File: config.mk
export PLATFORM = sky130hd
export DESIGN_NAME = cnt_event_extract_flat
export DESIGN_NICKNAME = d
export VERILOG_FILES = /design/src/rtl/cnt_event_extract_if.sv /design/src/rtl/cnt_event_extract.sv /design/src/flat_wrapper.sv
export SDC_FILE = /design/constraint.sdc
export NUM_CORES = 1
export LEC_CHECK = 0
export BUFFER_PORTS_ARGS = -buffer_cell sky130_fd_sc_hd__buf_2
export CORE_MARGIN = 2
export CORE_UTILIZATION = 40
export DETAILED_ROUTE_END_ITERATION = 16
export SLEW_MARGIN = 20
export SYNTH_ARGS = -nofsm -noshare
export SYNTH_HDL_FRONTEND = slang
export SYNTH_SLANG_ARGS = --single-unit
File: constraint.sdc
create_clock -name clk_f -period 6.79 [get_ports clk_f]
set_input_delay 0.679 -clock clk_f [delete_from_list [all_inputs] [get_ports clk_f]]
set_output_delay 0.679 -clock clk_f [all_outputs]
set_load 0.05 [all_outputs]
File: src/rtl/cnt_event_extract_if.sv
// cnt_event_extract_if: valid/ready event offer carrying the event sequence number.
interface cnt_event_extract_if #(parameter int W = 4);
  logic         ev_valid;
  logic         ev_ready;
  logic [W-1:0] ev_seq;
  modport master (output ev_valid, output ev_seq, input ev_ready);
  modport slave (input ev_valid, input ev_seq, output ev_ready);
endinterface

File: src/rtl/cnt_event_extract.sv
// cnt_event_extract: turns increments of a synchronized count into handshaked events.
// Define CNT_EVT_STATS_EN to build the saturating accepted-event counter on ev_total.
module cnt_event_extract #(
  parameter int W        = 4,
  parameter int MAX_STEP = 1
) (
  input  logic                   clk_f,
  input  logic                   rst_n,
  input  logic [W-1:0]           sync_cnt,
  cnt_event_extract_if.master    ev,
  output logic [W-1:0]           pending,
  output logic                   step_err,
  output logic                   ovf_err,
  input  logic                   clr_err,
  output logic [7:0]             ev_total
);
  typedef enum logic [1:0] {INIT, RUN, ERR} state_e;
  localparam logic [W-1:0] MAX_S = W'(MAX_STEP);
  state_e       state_q;
  logic [W-1:0] tgt_q, loc_q, step;
  logic         step_err_q, ovf_err_q, hs, bad_step, ovf;
  always_comb begin
    pending     = tgt_q - loc_q;
    step        = sync_cnt - tgt_q;
    ev.ev_valid = (state_q == RUN) && (pending != '0);
    ev.ev_seq   = loc_q + W'(1);
    hs          = ev.ev_valid & ev.ev_ready;
    bad_step    = step > MAX_S;
    // backlog after this edge, one bit wider so a wrap past 2^W-1 is visible
    ovf         = ({1'b0, pending} + {1'b0, step} - {{W{1'b0}}, hs}) > {1'b0, {W{1'b1}}};
  end
  assign step_err = step_err_q;
  assign ovf_err  = ovf_err_q;
  always_ff @(posedge clk_f) begin
    if (!rst_n) begin
      state_q    <= INIT;
      tgt_q      <= '0;
      loc_q      <= '0;
      step_err_q <= 1'b0;
      ovf_err_q  <= 1'b0;
    end else begin
      case (state_q)
        INIT: begin
          tgt_q   <= sync_cnt;
          loc_q   <= sync_cnt;
          state_q <= RUN;
          if (clr_err) begin
            step_err_q <= 1'b0;
            ovf_err_q  <= 1'b0;
          end
        end
        RUN: begin
          tgt_q <= sync_cnt;
          if (bad_step || ovf) begin
            loc_q      <= sync_cnt;
            state_q    <= ERR;
            step_err_q <= bad_step;
            ovf_err_q  <= !bad_step;
          end else begin
            loc_q <= loc_q + W'(hs);
            if (clr_err) begin
              step_err_q <= 1'b0;
              ovf_err_q  <= 1'b0;
            end
          end
        end
        default: begin
          tgt_q <= sync_cnt;
          loc_q <= sync_cnt;
          if (clr_err) begin
            step_err_q <= 1'b0;
            ovf_err_q  <= 1'b0;
            state_q    <= RUN;
          end
        end
      endcase
    end
  end
`ifdef CNT_EVT_STATS_EN
  logic [7:0] total_q;
  always_ff @(posedge clk_f) begin
    if (!rst_n) total_q <= '0;
    else if (hs && total_q != 8'hff) total_q <= total_q + 8'd1;
  end
  assign ev_total = total_q;
`else
  assign ev_total = '0;
`endif
endmodule

File: src/flat_wrapper.sv
// flat-port wrapper written by rule: the top's interface ports become plain ports
module cnt_event_extract_flat 
#(
  parameter int W        = 4,
  parameter int MAX_STEP = 1
)
  (clk_f, rst_n, sync_cnt, pending, step_err, ovf_err, clr_err, ev_total, ev_ev_valid, ev_ev_seq, ev_ev_ready);
  cnt_event_extract_if #(.W(W)) ev_i ();
  input  logic clk_f;
  input  logic rst_n;
  input  logic [W-1:0] sync_cnt;
  output logic [W-1:0] pending;
  output logic step_err;
  output logic ovf_err;
  input  logic clr_err;
  output logic [7:0] ev_total;
  output wire logic [$bits(ev_i.ev_valid)-1:0] ev_ev_valid;
  output wire logic [$bits(ev_i.ev_seq)-1:0] ev_ev_seq;
  input wire logic [$bits(ev_i.ev_ready)-1:0] ev_ev_ready;
  assign ev_ev_valid = ev_i.ev_valid;
  assign ev_ev_seq = ev_i.ev_seq;
  assign ev_i.ev_ready = ev_ev_ready;
  cnt_event_extract #(.W(W), .MAX_STEP(MAX_STEP)) u_core (.clk_f(clk_f), .rst_n(rst_n), .sync_cnt(sync_cnt), .ev(ev_i), .pending(pending), .step_err(step_err), .ovf_err(ovf_err), .clr_err(clr_err), .ev_total(ev_total));
endmodule
==> summary.txt <==
pwr dens -> 277 mW/mm^2
count leader, synth -> inv_1
min Tclk post-route -> 3.80 ns
maximum fanout along the worst path -> 5
Core Box Area -> 0.00245 sq mm
R2R cell count -> 15
flop-to-flop setup slack -> 2.99 ns
VDD IR max -> 0.141 mV
Hold Crit Depth -> 2
Tot Pwr -> 0.315 mW
final setup fails -> 0
First-pass DRT Iterations -> 4
flop and latch count out of synthesis -> 12
sequential share of the synthesized area -> 23.5%
root buf cell -> clkbuf_4
status -> finished, final reports clean
Final Max Slew Viols -> 0
Clk pin slew, worst setup/hold paths -> 0.07 ns
r2r startpoint -> u_core.loc_q[0]
grt ovf -> 0
fin area -> 0.00114 sq mm
Syn Inst Count -> 119
largest cells by area after synthesis -> dfxtp_1, ha_1, inv_1
Crit. End Element -> flip-flop
CTS tree -> done
Max Cap Violations -> 0
CP Launch Type -> flip-flop
top_reg_cell synth -> dfxtp_1
post-route ant nets -> 0
placed standard-cell area -> 0.00112 sq mm
latest clock arrival within the worst-skew pair -> 0.26 ns
Largest delay share family, worst path -> adder cells
Sink Count -> 12
leading area contributor after synthesis -> dfxtp_1
Ys Warns -> 0
multi-input logic area -> 651 sq um
via count -> 774
DIE HEIGHT -> 54.6 um
initial antenna violation count -> 0
Setup TNS -> 0 ns
Ports -> 27
PostCTS Resize Cnt -> 0
GP Congestion -> 0.857
top cell type's share of synthesized area -> 23.5%
synth cell count leaders -> inv_1, ha_1, dfxtp_1
static leakage -> 0.603 nW
largest net degree at the start of global routing -> 9
Syn Area/Cell -> 8.59 sq um
drt wl/cell -> 10.5 um
WL final -> 1.78 mm
CP max stage cell -> dfxtp_1
EDFF count, synth -> 0
Initial DRC Count -> 11
worst reg2reg path endpoint -> u_core.loc_q[3]
Hold Path Origin -> u_core.ovf_err
clk buf depth -> 2
Syn-to-layout area delta -> 11.4%
Buf+Inv Stages, Crit Path -> 2
Std-Cell Rows -> 18
arrival time at the worst endpoint -> 3.95 ns
Post-CTS Setup Bufs -> 0
crit-path cells -> ha_1 -> fa_1 -> xor2_1 -> inv_1 -> nor3_1 -> a211oi_1 -> ha_1 -> inv_1 -> ha_1 -> fa_1 -> nand3_1 -> and3b_1 -> o21ai_0 -> nor4_4 -> mux2_1
fin nets -> 168
diode count -> 0
Initial Utilization -> 41.6%
hold_ws -> 0.477 ns
die area -> 0.00298 sq mm
Post-CTS Hold Fix Bufs -> 0
Final Cycle Share -> 55.9%
# H-tree levels -> 1
Crit Path Category -> reg2reg
IO Port Bufs -> 18
die width -> 54.6 um
dpl hpwl -> 1.60 mm
Req. time, crit path -> 6.94 ns
global-route wire length before repair -> 2.91 mm
vias per cell -> 4.58
CP peak stage delay -> 0.37 ns
RSZ-0062 raised after global routing -> false
GRT Util Overall -> 13.8%
Min-Delay Endpoint -> u_core.ovf_err
share of layout cells above drive strength 1 -> 16.5%
Worst Hold Class -> reg2reg
FF+latch area -> 240 sq um
vias in the first global route -> 674
post-synth design cell area -> 0.00102 sq mm
number of buffers created by CTS -> 3
Fillers -> 251
Worst Clk Skew -> 0.000692 ns
Final Hold Viols -> 0
maximum clock frequency -> 0.263 GHz
Yosys cell types -> 29
async set-reset flop share out of synthesis -> 0%
most used cell, CP -> ha_1
residual DRC count -> 0
cell type report:
| class | count | share of cell area (%) |
|---|---|---|
| tap | 30 | 3.30 |
| sequential | 12 | 21.1 |
| multi-input combinational | 80 | 57.1 |
| inverter | 26 | 8.57 |
| timing repair buffer | 18 | 7.91 |
| clock buffer | 3 | 1.98 |
report_power, final:
part	switching [mW]	internal (mW)	total [mW]
Combinational	0.127	0.0552	0.182
Sequential	0.00856	0.0831	0.0916
Clock	0.0214	0.0204	0.0418
Total	0.157	0.159	0.315
worst min-delay path, delay by kind of cell (launching register included):
kind             cells  cell delay (ns)
flip-flops           1             0.31
AO/OA/AOI/OAI        1             0.06
AND/OR/NAND/NOR      1             0.06
per-stage QoR:
step	util, %	setup WS, ns	cells
finish	46.4	2.99	169
global route	46.4	2.74	169
CTS	46.4	2.98	169
detailed placement	45.5	3.01	166
global placement	45.5	3.13	166
floorplan	-	3.15	126
kinds of logic after synthesis:
logic type      count (synthesis)  share of synthesized area [%]
xor+xnor                        9                           7.71
buf+inv                        34                           15.4
fa+ha+maj                      19                           25.5
other cells                     1                          0.367
mux                             4                           4.16
flops                          12                           23.5
compound gates                 14                           7.96
simple gates                   26                           15.4
cell usage in the layout (no fill, tap or decap):
cell / synthesis / final
conb_1: 1 / 8
mux2_1: 2 / 2
and3b_1: 1 / 1
or3_1: 1 / 1
mux2i_1: 2 / 2
a21oi_1: 7 / 7
dfxtp_1: 12 / 12
a211oi_1: 1 / 1
a21boi_0: 1 / 1
nand2_1: 6 / 6
nand2b_1: 3 / 3
and3_4: 1 / 1
xor2_1: 4 / 4
a31oi_1: 1 / 1
o21ai_0: 2 / 2
xnor2_1: 5 / 5
nand3_1: 3 / 3
nor2b_1: 1 / 1
nor3_1: 1 / 1
clkbuf_4: 0 / 3
nor2_1: 4 / 4
ha_1: 16 / 16
nand3b_1: 2 / 2
buf_2: 0 / 18
and2_1: 2 / 2
nor4_4: 1 / 1
fa_1: 3 / 3
a21o_1: 1 / 1
inv_1: 26 / 26
o31ai_1: 1 / 1
flip-flops by register name (all words and copies together), names as in the netlist:
signal and cells:
u_core.loc_q 4, u_core.tgt_q 4, u_core.state_q 2, u_core.ovf_err 1
u_core.step_err 1
worst max path at each step:
stage | cells after the start | slack [ns] | end | from
finish | 15 | 2.99 | u_core.loc_q[3] | u_core.loc_q[0]
global route | 15 | 2.74 | u_core.loc_q[2] | u_core.loc_q[0]
CTS | 15 | 2.98 | u_core.loc_q[3] | u_core.loc_q[0]
detailed placement | 15 | 3.01 | u_core.loc_q[3] | u_core.loc_q[0]
global placement | 15 | 3.13 | u_core.loc_q[2] | u_core.loc_q[1]
floorplan | 15 | 3.15 | u_core.loc_q[2] | u_core.loc_q[0]
layer usage:
metal  global-route usage, %  wire length [um]  up-vias
li1                        -                 -      405
met1                    19.1               889      353
met2                    21.9               810       14
met3                    1.91                64        2
met4                    5.00                16        0
met5                       0                 0        -
No activity file was read; power rests on OpenSTA's default activity.
